===== config.mk =====
export PLATFORM = sky130hd
export DESIGN_NAME = spi_master_shifter
export DESIGN_NICKNAME = d
export VERILOG_FILES = /design/src/rtl/spi_pkg.sv /design/src/rtl/spi_edge_det.sv /design/src/rtl/spi_master_shifter.sv
export SDC_FILE = /design/constraint.sdc
export NUM_CORES = 1
export LEC_CHECK = 0
export BUFFER_PORTS_ARGS = -buffer_cell sky130_fd_sc_hd__buf_2
export CELL_PAD_IN_SITES_DETAIL_PLACEMENT = 0
export CELL_PAD_IN_SITES_GLOBAL_PLACEMENT = 1
export CORE_ASPECT_RATIO = 2
export CORE_MARGIN = 2
export CORE_UTILIZATION = 38
export DETAILED_ROUTE_END_ITERATION = 10
export PLACE_DENSITY = 0.74
export RECOVER_POWER = 25
export SYNTH_ARGS = -nofsm -noshare
export SYNTH_HDL_FRONTEND = slang
export SYNTH_SLANG_ARGS = --single-unit

===== constraint.sdc =====
create_clock -name clk -period 2.2 [get_ports clk]
set_input_delay 0.22 -clock clk [delete_from_list [all_inputs] [get_ports clk]]
set_output_delay 0.22 -clock clk [all_outputs]
set_load 0.01 [all_outputs]

===== src/rtl/spi_pkg.sv =====
// Shared types and constants for the SPI master data path.
//   spi_state_t   : transfer FSM states
//   MODE0..MODE3  : SPI mode encodings, {cpol, cpha}
package spi_pkg;

    typedef enum logic [1:0] {
        IDLE = 2'd0,
        XFER = 2'd1,
        TAIL = 2'd2,
        DONE = 2'd3
    } spi_state_t;

    localparam logic [1:0] MODE0 = 2'b00;
    localparam logic [1:0] MODE1 = 2'b01;
    localparam logic [1:0] MODE2 = 2'b10;
    localparam logic [1:0] MODE3 = 2'b11;

endpackage


===== src/rtl/spi_edge_det.sv =====
// SCLK edge classifier for the SPI master shifter.
// sclk arrives as a clk-synchronous register from the clock generator, so a
// single delay stage is enough to see its transitions.
//   clk, rst     : system clock, synchronous active-high reset
//   sclk         : serial clock from the generator
//   cpol_q       : latched clock idle level of the current transfer
//   en           : high while chip select is asserted
//   lead_pulse   : sclk just left its idle level
//   trail_pulse  : sclk just returned to its idle level
module spi_edge_det (
    input  logic clk,
    input  logic rst,
    input  logic sclk,
    input  logic cpol_q,
    input  logic en,
    output logic lead_pulse,
    output logic trail_pulse
);

    logic sclk_d;
    logic toggled;

    // NOTE: registers are written with non-blocking assignments so every
    // flop samples the pre-edge value of its inputs, independent of order.
    always_ff @(posedge clk) begin
        if (rst) begin
            sclk_d <= 1'b0;
        end else begin
            sclk_d <= sclk;
        end
    end

    // Edge direction is judged from the level sclk had before the edge.
    assign toggled     = en && (sclk != sclk_d);
    assign lead_pulse  = toggled && (sclk_d == cpol_q);
    assign trail_pulse = toggled && (sclk_d != cpol_q);

endmodule


===== src/rtl/spi_master_shifter.sv =====
// SPI master data path: serialises one DATA_W-bit word on mosi and
// deserialises miso into rx_data, following the latched CPOL/CPHA mode.
// Runs alongside an external SCLK generator that it gates through cs_n.
//   clk, rst           : system clock, synchronous active-high reset
//   start              : one-cycle request, accepted only when idle
//   tx_data, cpol, cpha: transfer word and mode, captured on accepted start
//   sclk, miso         : serial clock from the generator, serial data in
//   cs_n, mosi         : chip select (also generator enable), serial data out
//   rx_data            : last received word, updated with the done pulse
//   busy, done         : transfer in progress, one-cycle completion pulse
module spi_master_shifter
    import spi_pkg::*;
#(
    parameter int DATA_W    = 8,
    parameter bit MSB_FIRST = 1'b1
) (
    input  logic              clk,
    input  logic              rst,
    input  logic              start,
    input  logic [DATA_W-1:0] tx_data,
    input  logic              cpol,
    input  logic              cpha,
    input  logic              sclk,
    input  logic              miso,
    output logic              cs_n,
    output logic              mosi,
    output logic [DATA_W-1:0] rx_data,
    output logic              busy,
    output logic              done
);

    localparam int               CNT_W    = $clog2(DATA_W + 1);
    localparam logic [CNT_W-1:0] LAST_BIT = CNT_W'(DATA_W - 1);
    localparam logic [CNT_W-1:0] FULL_CNT = CNT_W'(DATA_W);

    spi_state_t        state, state_next;
    logic [DATA_W-1:0] tx_sh, tx_sh_next;
    logic [DATA_W-1:0] rx_sh, rx_sh_next;
    logic [CNT_W-1:0]  bit_cnt;
    logic              cpol_q, cpha_q;
    logic              active;
    logic              lead, trail;
    logic              sample, shift;
    logic              accept;

    // Moves the word one position in the configured direction, inserting b
    // at the end that is filled last.
    function automatic logic [DATA_W-1:0] shift_in(input logic [DATA_W-1:0] w,
                                                   input logic              b);
        return MSB_FIRST ? {w[DATA_W-2:0], b} : {b, w[DATA_W-1:1]};
    endfunction

    function automatic logic first_bit(input logic [DATA_W-1:0] w);
        return MSB_FIRST ? w[DATA_W-1] : w[0];
    endfunction

    spi_edge_det u_edge_det (
        .clk        (clk),
        .rst        (rst),
        .sclk       (sclk),
        .cpol_q     (cpol_q),
        .en         (active),
        .lead_pulse (lead),
        .trail_pulse(trail)
    );

    // Chip select stays low through TAIL so the last half-period of sclk is
    // still inside the frame; status outputs decode straight from state.
    assign active = (state == XFER) || (state == TAIL);
    assign cs_n   = !active;
    assign busy   = active;
    assign done   = (state == DONE);
    assign accept = (state == IDLE) && start;

    // CPHA=1 launches on leading edges, but the first bit is already on mosi
    // from the start edge, so the leading edge with bit_cnt==0 only
    // re-presents it.
    assign sample = (state == XFER) && (cpha_q ? trail : lead);
    assign shift  = (state == XFER) &&
                    (cpha_q ? (lead && (bit_cnt != '0)) : trail);

    always_ff @(posedge clk) begin
        if (rst) begin
            state <= IDLE;
        end else begin
            state <= state_next;
        end
    end

    // NOTE: every combinational output gets a default before the case so no
    // path leaves it unassigned, which would otherwise infer a latch.
    always_comb begin
        state_next = state;
        unique case (state)
            IDLE: if (start) state_next = XFER;
            XFER: begin
                // CPHA=0 still owes one trailing edge to park sclk at cpol.
                if (sample && (bit_cnt == LAST_BIT)) begin
                    state_next = cpha_q ? DONE : TAIL;
                end
            end
            TAIL: if (trail) state_next = DONE;
            DONE: state_next = IDLE;
            default: state_next = IDLE;
        endcase
    end

    always_comb begin
        tx_sh_next = tx_sh;
        rx_sh_next = rx_sh;
        if (shift)  tx_sh_next = shift_in(tx_sh, 1'b0);
        if (sample) rx_sh_next = shift_in(rx_sh, miso);
    end

    always_ff @(posedge clk) begin
        if (rst) begin
            tx_sh   <= '0;
            rx_sh   <= '0;
            rx_data <= '0;
            bit_cnt <= '0;
            cpol_q  <= 1'b0;
            cpha_q  <= 1'b0;
            mosi    <= 1'b0;
        end else if (accept) begin
            tx_sh   <= tx_data;
            rx_sh   <= '0;
            bit_cnt <= '0;
            cpol_q  <= cpol;
            cpha_q  <= cpha;
            mosi    <= first_bit(tx_data);
        end else begin
            tx_sh <= tx_sh_next;
            rx_sh <= rx_sh_next;
            if (shift) mosi <= first_bit(tx_sh_next);
            if (sample && (bit_cnt != FULL_CNT)) bit_cnt <= bit_cnt + CNT_W'(1);
            // The final CPHA=1 sample lands on this same edge, so the word is
            // taken from the next-value path rather than the register.
            if ((state_next == DONE) && (state != DONE)) begin
                rx_data <= rx_sh_next;
                mosi    <= 1'b0;
            end
        end
    end

endmodule


==> results of run 1 <==
## state kept, by name, indices dropped and copies added (netlist names)
| name | cells |
|---|---|
| u_edge_det.sclk_d | 1 |
| cpol_q | 1 |
| tx_sh | 7 |
| rx_sh | 8 |
| cpha_q | 1 |
| state | 2 |
| mosi | 1 |
| rx_data | 8 |
| bit_cnt | 4 |
## cells in the final DEF (no fill, tap or decap), types with 2 or more instances in the layout
cell type and instances:
sky130_fd_sc_hd__clkbuf_8 6, sky130_fd_sc_hd__a211oi_2 5, sky130_fd_sc_hd__inv_1 3, sky130_fd_sc_hd__nor2_1 21, sky130_fd_sc_hd__a21oi_1 7, sky130_fd_sc_hd__nand2_1 8
sky130_fd_sc_hd__dfxtp_1 31, sky130_fd_sc_hd__buf_2 18, sky130_fd_sc_hd__buf_4 12, sky130_fd_sc_hd__nand3_1 7, sky130_fd_sc_hd__dfxtp_2 2, sky130_fd_sc_hd__mux2i_1 16
sky130_fd_sc_hd__nand3b_1 2, sky130_fd_sc_hd__nand2b_1 4, sky130_fd_sc_hd__ha_4 2, sky130_fd_sc_hd__xor2_1 2, sky130_fd_sc_hd__a211oi_1 9, sky130_fd_sc_hd__clkbuf_1 9
sky130_fd_sc_hd__a21oi_2 7, sky130_fd_sc_hd__ha_1 4, sky130_fd_sc_hd__nand4b_1 3
## layer usage
| layer | vias to the layer above | routed length (µm) | share of wire | track usage |
|---|---|---|---|---|
| met1 | 628 | 1470 | 0.40 | 0.171 |
| met4 | 0 | 104 | 0.028 | 0.0833 |
| met3 | 8 | 118 | 0.032 | 0.0361 |
| met2 | 27 | 2010 | 0.54 | 0.299 |
| met5 | - | 0 | 0 | 0 |
| li1 | 665 | - | - | - |
## logic make-up (layout without fill, tap and decap cells)
| group | Yosys count | in the layout | share of synthesized area |
|---|---|---|---|
| AO/OA/AOI/OAI | 36 | 36 | 0.165 |
| buffers and inverters | 14 | 51 | 0.0380 |
| multiplexers | 18 | 18 | 0.123 |
| adder cells (fa/ha/maj) | 7 | 7 | 0.0554 |
| AND/OR/NAND/NOR | 54 | 54 | 0.174 |
| flip-flops | 33 | 33 | 0.418 |
| XOR/XNOR | 4 | 4 | 0.0269 |
## final cells by class
class	instances	area, µm²
tap	52	65.1
inverter	5	21.3
fill	422	2040
multi-input combinational	119	950
timing repair buffer	39	221
sequential	33	663
clock buffer	7	86.3
## path summary, 6_finish.rpt
kind	start	cells past startpoint	slack, ps	endpoint
worst max register to register	state[0]	9	40	mosi
worst min-delay path	cpol	3	190	cpol_q
worst max-delay path	state[0]	9	40	mosi
worst min register to register	bit_cnt[1]	2	490	bit_cnt[1]
## cell usage after synthesis (2+ instances only)
master / n / area [µm²]
sky130_fd_sc_hd__clkbuf_1: 5 / 18.8
sky130_fd_sc_hd__a21oi_1: 14 / 70.1
sky130_fd_sc_hd__mux2i_1: 16 / 160
sky130_fd_sc_hd__nand4b_1: 3 / 26.3
sky130_fd_sc_hd__xor2_1: 2 / 17.5
sky130_fd_sc_hd__nand3b_1: 2 / 15.0
sky130_fd_sc_hd__nand3_1: 7 / 35.0
sky130_fd_sc_hd__inv_1: 5 / 18.8
sky130_fd_sc_hd__nor2_1: 21 / 78.8
sky130_fd_sc_hd__dfxtp_1: 33 / 661
sky130_fd_sc_hd__nand2_1: 8 / 30.0
sky130_fd_sc_hd__ha_1: 7 / 87.6
sky130_fd_sc_hd__nand2b_1: 4 / 25.0
sky130_fd_sc_hd__a211oi_1: 14 / 105
sky130_fd_sc_hd__buf_2: 3 / 15.0
## report_power, final
part	internal [µW]	leakage (µW)	switching, µW	total [µW]
clock network	248	0.0000443	200	447
registers	630	0.000269	20.5	650
logic	141	0.000468	179	320
total	1020	0.000782	399	1420
## what timing repair did
item / 4_1_cts / 5_1_grt
pin swaps: 2 / 12
gates resized for setup: 4 / 17
setup buffers: 0 / 3
setup endpoints to repair: 8 / 8
gates cloned: 1 / 0
## worst max-delay path: cells and delay by family, from the launching register on
family	cells	cell delay, ps
flip-flops	1	320
AO/OA/AOI/OAI	2	360
buffers and inverters	3	380
AND/OR/NAND/NOR	3	770
adder cells (fa/ha/maj)	1	230
## stage by stage
stage          hold slack [ps]  area, µm²   util  setup TNS [ps]  setup WS (ps)
6_report                   191       2010  0.496               0           41.3
4_1_cts                    191       1930  0.476               0           17.2
5_1_grt                    196       2010  0.496            -557          -88.9
2_1_floorplan              292       1600      -               0           8.21
3_3_place_gp               461       1820  0.449               0            119
3_5_place_dp               485       1820  0.449           -74.9          -64.4
==> results.txt, run 1 <==
The flow ran to the end, and the final reports show no timing, DRC or antenna violations. The worst slew margin relative to its limit came out at 0.661. The static leakage came out at 0.000782 µW.

On the final layout, the worst clock skew is 8.16 ps. The HPWL after detailed placement came out at 2720 µm. In this run, synthesis produced a sequential element count of 33. The count of yosys warnings during synthesis is 0. The number of antenna violations at the first check in global routing was 0. The worst setup path is of the reg -> reg kind. Setup repair after global routing could not meet its margin everywhere.

The final layout net count came out at 225. The critical path's most frequent cell is sky130_fd_sc_hd__buf_4. The wire length of the first global-routing pass is 5850 µm. The number of DRC markers in iteration 0 came out at 12. From left edge to right edge, the die measures 49.6 µm. The delay of the slowest cell on the worst path is 470 ps. The wire length per cell came out at 14.5 µm. The average instance in the mapped netlist occupies 9.52 µm². The net count after synthesis came out at 188.

Synthesis produced 166 cells. The die area came out at 4720 µm². At the worst endpoint, the required time is 2390 ps. In the routed layout, each cell is associated on average with a via count of 5.21. The first detailed-routing pass took 3 iterations.

The hold violation count in the final report came to 0. For this design the ratio of total power to cell area is 706 nW/µm². The via count of the first global-routing pass came out at 1,275.

The deepest clock path buffer count came out at 2. The remaining global-route overflow came out at 0. The root buffer cell is sky130_fd_sc_hd__clkbuf_8. The netlist area before placement is 1580 µm². The final max-slew violation count came out at 0.

The number of enable flip-flop cells after synthesis came out at 0. IR analysis of the VDD net gives a maximum drop of 0.682 mV. The count of unresolved DRC violations after routing is 0. The number of buffers created by CTS came out at 5. The number of buffers inserted by hold repair at cts came out at 0. The number of setup violations in the final report came out at 0. The number of vias after detailed routing came out at 1,328. The total chip power is 1420 µW.

The clock drives 33 sinks. The clock period minus final worst setup slack is 2160 ps. The pin slew with the least headroom to its limit is 508 ps.

The final non-filler cell total is 255. STA classifies the critical path startpoint as a flip-flop. Clock-pin slew was measured on the worst setup and hold paths at 70 ps. Row generation in the floorplan step produced 33 rows. The repair_antennas step left the layout with diodes totalling 0.

The most used flip-flop cell after synthesis is sky130_fd_sc_hd__dfxtp_1. The y dimension of the die is 95.2 µm. The overall routing resource usage is 0.164. The worst setup path is captured at a flip-flop. Of all flip-flops after synthesis, the portion carrying an async set or reset was 0. The core region is 4050 µm². The routed design has 3700 µm of wire. Max-cap violations in this run came to 0.

The number of instances in the placed design is 244. The placer congestion estimate came out at 0.810. The total of buffers placed on input and output ports is 26.

Derived from the worst setup path, the maximum achievable clock frequency is 463 MHz. Compared with the post-synthesis result, the final layout area differs by 27.0%. The share of the Yosys chip area taken by registers is 0.418.

The path class of the tightest hold or removal check is in -> reg. The initial cell density of the core is 0.391. TritonCTS built the clock tree. The peak fanout along the critical path came out at 5. The clock tree synthesis step divided the H-tree into 2 levels.

Of the cells placed in the final design, the portion with a size suffix greater than 1 is 0.315. The signal on the critical path passes through inv_2, ha_2, or3b_2, and3_1, nand3_2, a311oi_4, buf_4, buf_4, o32ai_1. In this run the remaining antenna-violating nets after routing total 0. The arrival time of the worst setup path came out at 2350 ps. The number of distinct library cells after synthesis came out at 37. Of the available clock period, the critical path in the final layout requires 0.981.

The maximum number of pins on one net before global-route repair came out at 23. The clock network latency to the later pin of the worst-skew pair is 280 ps. 27 I/O pins were placed. The slowest stage of the critical path belongs to the cell sky130_fd_sc_hd__or3b_2.
No activity file was read; power rests on OpenSTA's default activity.
==> run 2: changes to the inputs <==
--- a/config.mk
+++ b/config.mk
@@ -9,11 +9,11 @@
 export CELL_PAD_IN_SITES_DETAIL_PLACEMENT = 0
 export CELL_PAD_IN_SITES_GLOBAL_PLACEMENT = 1
 export CORE_ASPECT_RATIO = 2
-export CORE_MARGIN = 2
-export CORE_UTILIZATION = 38
+export CORE_UTILIZATION = 30
 export DETAILED_ROUTE_END_ITERATION = 10
-export PLACE_DENSITY = 0.74
+export PLACE_DENSITY = 0.6
 export RECOVER_POWER = 25
+export SLEW_MARGIN = 25
 export SYNTH_ARGS = -nofsm -noshare
 export SYNTH_HDL_FRONTEND = slang
 export SYNTH_SLANG_ARGS = --single-unit
==> run 2 against run 1 <==
Register-to-register slack improved by 20 ps. Clock skew decreased by 1.7 ps. Routed wire length decreased by 1.7%. Critical path type unchanged. Critical endpoint is now rx_data[1]. Largest cell class unchanged. Largest power group unchanged. Highest routed layer unchanged.
==> results.txt, run 2 (synthesized netlist as in run 1, its figures left out) <==
The run finished with clean final reports. The number of setup violations in the final report came out at 0. The first routing iteration left 34 violations. The worst voltage drop across the vdd grid came out at 0.422 mV. The number of antenna repair diodes is 0. In the layout the commonest cells are 31 x sky130_fd_sc_hd__dfxtp_1, 21 x sky130_fd_sc_hd__nor2_1, 17 x sky130_fd_sc_hd__buf_2.

The number of buffers created by CTS came out at 5. The post-route fraction of the period consumed by the critical path came out at 0.972. Entering global routing, the biggest net connects 23 pins. The clock network latency to the later pin of the worst-skew pair came out at 280 ps. The number of antenna violations at the first check in global routing came out at 0. In this run the worst setup path begins at state[0].

The worst setup path is of the reg -> reg kind. Hold is met by 190 ps. The required time of the critical path is 2390 ps.

The overall routing resource usage is 0.141. The nature of the critical path startpoint is a flip-flop. The minimum setup slack after placement is -2.49 ps. For this run, design rule violations remaining after detail routing come to 0. The library cell used most frequently in the layout, excluding fill and tap cells, is sky130_fd_sc_hd__dfxtp_1.

The clock sink count is 33. The final max-slew violation count came to 0. The first global-routing pass estimated 5740 µm of wire.

Clock-pin slew was measured on the worst setup and hold paths at 70 ps. The arrival time of the worst setup path is 2330 ps. Across the routed clock network, the largest skew measured is 6.49 ps. The deepest level of the CTS H-tree came out at 2.

The achievable clock frequency is 468 MHz. The die is 105 µm tall. The largest registers in the layout are rx_data (8), rx_sh (8), tx_sh (7).

The initial cell density of the core came out at 0.310. Summed over all layers, the global routing overflow is 0. Counting along the longest clock path gives a buffer depth of 2.

Wires add up to 3640 µm. The capture instance of the worst register-to-register path is rx_data[1]. Fill cells in the final layout number 548. For the pin with the worst max-slew slack, the measured transition is 512 ps.

Summing over every cut layer, the via total after detailed routing is 1,335. The total of buffers placed on input and output ports came out at 26. The wire length per cell came out at 13.8 µm. Subtracting the final worst setup slack from the clock period gives 2140 ps. The worst slew margin relative to its limit is 0.659. The HPWL after detailed placement came out at 2710 µm. The worst hold path belongs to the class in -> reg. In this run the critical register-to-register path is launched from state[0]. The first-pass detailed-route iteration total is 4. For this run, the post-layout net count is 227. The post-detailed-route count of antenna-violating nets came out at 0. In this run the worst path has a maximum fanout of 7.

The placer congestion estimate came out at 0.789. The slack of the worst reg-to-reg path came out at 60 ps. The area of the core came out at 5090 µm². The via count of the first global-routing pass came to 1,235.

In this run the clock root is driven by a sky130_fd_sc_hd__clkbuf_8. The destination of the critical timing path is rx_data[1]. The share of layout cells above drive strength 1 came out at 0.267. The hold violation count in the final report is 0. Across the run, the number of max-cap violations was 0. The post-layout worst setup margin is 61.5 ps. 27 I/O pins were placed. The site row count is 37. The static leakage is 0.000775 µW.

The depth of the most critical reg-to-reg path came out at 9. The die outline width came out at 53.3 µm. The area overhead of the layout relative to synthesis is 24.1%. TritonCTS built the clock tree. The number of buffers inserted by hold repair at cts is 0. The die covers 5580 µm². STA classifies the critical path endpoint as a flip-flop.

The cell area power density came out at 713 nW/µm². The sum of negative setup slack is 0 ps. The detail-routed via count per cell came out at 5.06.
## run 2: cell count changes in the layout (fill, tap and decap cells not counted), moves of 2 or more
cell,previous run,this run
sky130_fd_sc_hd__a211oi_2,5,1
sky130_fd_sc_hd__buf_4,12,14
sky130_fd_sc_hd__clkinv_2,0,2
sky130_fd_sc_hd__a21oi_2,7,0
sky130_fd_sc_hd__a211oi_1,9,13
sky130_fd_sc_hd__a21oi_1,7,14
## run 2: critical path, cell delays in order, from the launching register on
cell,delay [ps]
sky130_fd_sc_hd__dfxtp_2,340
sky130_fd_sc_hd__inv_2,60
sky130_fd_sc_hd__ha_4,300
sky130_fd_sc_hd__nand4b_1,150
sky130_fd_sc_hd__mux2i_4,250
sky130_fd_sc_hd__a31oi_2,170
sky130_fd_sc_hd__a311oi_4,350
sky130_fd_sc_hd__buf_6,180
sky130_fd_sc_hd__a21oi_1,90
sky130_fd_sc_hd__a211oi_2,180
## run 2: per-stage QoR
stage	total power, µW	utilization	instances	cell area (µm²)
final	1400	0.385	264	1960
after global routing	1470	0.385	264	1960
after CTS	1410	0.383	263	1950
after detailed placement	966	0.363	253	1850
after global placement	960	0.363	253	1850
after floorplan	862	-	166	1600
## run 2: worst min-delay path by stage
stage               cells after the start     start                 to  slack (ps)
finish                                  3      cpha             cpha_q         190
global route                            3      cpha             cpha_q         190
CTS                                     3      cpha             cpha_q         190
detailed placement                      2  tx_sh[0]           tx_sh[0]         470
global placement                        2  tx_sh[0]           tx_sh[0]         470
floorplan                               1       rst  u_edge_det.sclk_d         290
## run 2: layout make-up
type                       instances  area [µm²]  share of cell area
multi-input combinational        119         890               0.453
inverter                           5        18.8             0.00957
clock inverter                     2        10.0             0.00510
clock buffer                       6        72.6              0.0370
sequential                        33         663               0.338
timing repair buffer              41         235               0.120
tap                               58        72.6              0.0370
## run 2: repair_timing
action	in CTS	in global routing
gates resized for setup	2	4
setup endpoints to repair	8	8
pin swaps	0	10
setup buffers	2	1
## run 2: where the power goes
part	switching (µW)	internal, µW
Clock	214	219
Combinational	176	143
Sequential	19.2	629
Total	409	991
## run 2: metal layers
layer  wire, µm  track usage
met5          0            0
met4         73       0.0677
met3        160       0.0306
met2       1830        0.230
met1       1570        0.166
==> run 3: changes to the inputs <==
--- a/config.mk
+++ b/config.mk
@@ -11,6 +11,7 @@
 export CORE_ASPECT_RATIO = 2
 export CORE_UTILIZATION = 30
 export DETAILED_ROUTE_END_ITERATION = 10
+export GPL_TIMING_DRIVEN = 0
 export PLACE_DENSITY = 0.6
 export RECOVER_POWER = 25
 export SLEW_MARGIN = 25
==> run 3 against run 2 <==
Die area unchanged. Core utilization increased by 1.4 points. Combinational power up 5%. Worst setup slack worse by 25 ps. Largest cell class unchanged.
==> results.txt, run 3 (synthesized netlist as in run 1, its figures left out) <==
In the global route stage, overall resource usage came out at 0.160. The worst voltage drop across the vdd grid is 0.388 mV. The total of buffers placed on input and output ports came out at 26.

The number of buffers created by CTS came out at 5. The wire length per cell is 14.6 µm. Of the total power, the share spent switching nets is 0.287.

The HPWL after detailed placement came out at 2850 µm. The tightest min-delay check is of the in -> reg type. The pin slew with the least headroom to its limit came out at 632 ps.

The number of instances in the placed design is 250. The die outline width is 53.3 µm. The finished layout holds 265 standard cells, fillers aside. Pin placement for this block handled 27 I/O pins. The placed instances occupy a cell area of 1800 µm².

The post-route fraction of the period consumed by the critical path came out at 0.983. The post-detailed-route count of antenna-violating nets is 0. The flow ran to the end, and the final reports show no timing, DRC or antenna violations. The sequential share of power came out at 0.452. The clock period minus final worst setup slack is 2160 ps.

For this block, the routed nets add up to 3860 µm of wire. The required time of the critical path is 2330 ps. The root buffer cell is sky130_fd_sc_hd__clkbuf_8.

The area overhead of the layout relative to synthesis came out at 28.6%. The detail-routed via count per cell came out at 5.11. The share of layout cells above drive strength 1 came out at 0.285. The first-pass detailed-route iteration total came out at 4. The critical path in this run is classified as reg -> reg. The analysis attributes to net switching a power of 412 µW. The placer congestion estimate is 0.725.

The worst register-to-register path ends at rx_data[4]. The peak fanout along the critical path is 8. The worst register-to-register path begins at state[1].

In this run the power density over the cells is 708 nW/µm². The number of antenna violations at the first check in global routing came out at 0. The slack of the worst reg-to-reg path came out at 40 ps.

The site row count is 37. The number of instances on the worst hold path is 2. The path with the worst hold slack has its endpoint at u_edge_det.sclk_d. Setup repair after global routing could not meet its margin everywhere.

The arrival time of the worst setup path is 2300 ps. The number of setup violations in the final report is 0. With fillers left out, the area of the finished cells amounts to 2030 µm². The achievable clock frequency is 462 MHz. The worst slew margin relative to its limit is 0.579. The net count of the finished layout is 229. The die covers 5580 µm².

The wire length of the first global-routing pass is 6560 µm. The clock net in this run drives a total of 33 sinks. The number of max-cap violations came out at 0.

The remaining global-route overflow is 0. The largest registers in the layout are rx_data (8), rx_sh (8), tx_sh (7). The deepest clock path buffer count is 2.

Hold timing on the final database bottoms out at a slack of 161 ps. The maximum number of pins on one net before global-route repair is 13. The floorplan step defined a core boundary enclosing 5090 µm².

The final max-slew violation count is 0. The clock network fraction of total power came out at 0.314. The internal portion of the total power is 1030 µW. The clock network latency to the later pin of the worst-skew pair is 280 ps.

The via count of the first global-routing pass is 1,460. The hold violation count in the final report is 0. The count of unresolved DRC violations after routing is 0. The number of antenna repair diodes is 0. The nature of the critical path startpoint is a flip-flop. STA classifies the critical path endpoint as a flip-flop. The hold path startpoint is rst.

The part of the power in combinational logic is 0.233. The static leakage is 0.000779 µW. The library cell used most frequently in the layout, excluding fill and tap cells, is sky130_fd_sc_hd__dfxtp_1. Clock-pin slew was measured on the worst setup and hold paths at 70 ps. For this configuration, the core starts out at a cell density of 0.310. The number of DRC markers in iteration 0 is 21. The clock tree from TritonCTS is yes. The die is 105 µm tall. Summing over every cut layer, the via total after detailed routing is 1,355.

The setup clock skew after layout is 4.06 ps. Leaving out fill and tap cells, the most frequent cells in the layout are 31 x sky130_fd_sc_hd__dfxtp_1, 21 x sky130_fd_sc_hd__nor2_1, 20 x sky130_fd_sc_hd__buf_2. The depth of the most critical reg-to-reg path came out at 9. The deepest level of the CTS H-tree is 2.
-- run 3: changes by cell type in the layout (fill, tap and decap cells not counted), moves of 3 or more --
cell | before | now
sky130_fd_sc_hd__a211oi_2 | 1 | 7
sky130_fd_sc_hd__clkbuf_1 | 10 | 14
sky130_fd_sc_hd__a211oi_1 | 13 | 7
sky130_fd_sc_hd__buf_4 | 14 | 9
sky130_fd_sc_hd__buf_2 | 17 | 20
-- run 3: worst max-delay path: stages, from the launching register on --
cell	delay (ps)
sky130_fd_sc_hd__dfxtp_4	370
sky130_fd_sc_hd__inv_6	50
sky130_fd_sc_hd__ha_4	280
sky130_fd_sc_hd__nand4b_1	150
sky130_fd_sc_hd__mux2i_4	280
sky130_fd_sc_hd__a31oi_4	150
sky130_fd_sc_hd__a311oi_4	280
sky130_fd_sc_hd__buf_6	160
sky130_fd_sc_hd__and2_4	230
sky130_fd_sc_hd__a211oi_1	90
-- run 3: power groups by stage --
stage / Sequential (µW) / Combinational [µW] / Clock (µW)
after floorplan: 662 / 200 / 0
after global placement: 665 / 274 / 0
after detailed placement: 667 / 284 / 0
after CTS: 651 / 340 / 473
after global routing: 654 / 366 / 492
final: 651 / 335 / 452
-- run 3: metrics by stage --
step	util	total power [µW]	setup TNS (ps)	worst slack [ps]
floorplan	-	862	0	8.21
global placement	0.353	940	-2910	-355
detailed placement	0.353	951	-3100	-384
CTS	0.401	1460	-20.7	-6.99
global route	0.399	1510	-330	-46.5
finish	0.399	1440	0	36.9
-- run 3: metal layers --
layer	global-route usage	vias to the layer above	part of all wire
met4	0.0733	0	0.019
met2	0.292	29	0.56
met5	0	-	0
li1	-	672	-
met1	0.162	649	0.39
met3	0.0277	5	0.028
-- run 3: worst max path at each step --
stage	from	end	cells past startpoint
CTS	state[0]	rx_data[7]	10
floorplan	state[0]	rx_data[0]	9
finish	state[1]	rx_data[4]	9
global route	state[1]	rx_data[7]	9
detailed placement	state[0]	rx_data[7]	9
global placement	state[0]	rx_data[3]	9
-- run 3: final cells by class --
type / instances / area [µm²]
fillers: 557 / 3060
multi-input cells: 119 / 951
flip-flops and latches: 33 / 668
repair buffers: 36 / 199
clock buffers: 7 / 86.3
well taps: 58 / 72.6
plain buffers: 7 / 28.8
inverters: 5 / 26.3
-- run 3: repair_timing --
item,CTS,global route
hold buffers,0,0
pin swaps,6,9
setup endpoints to repair,9,8
gates resized for setup,19,3
cloned,0,0
buffers inserted,10,0
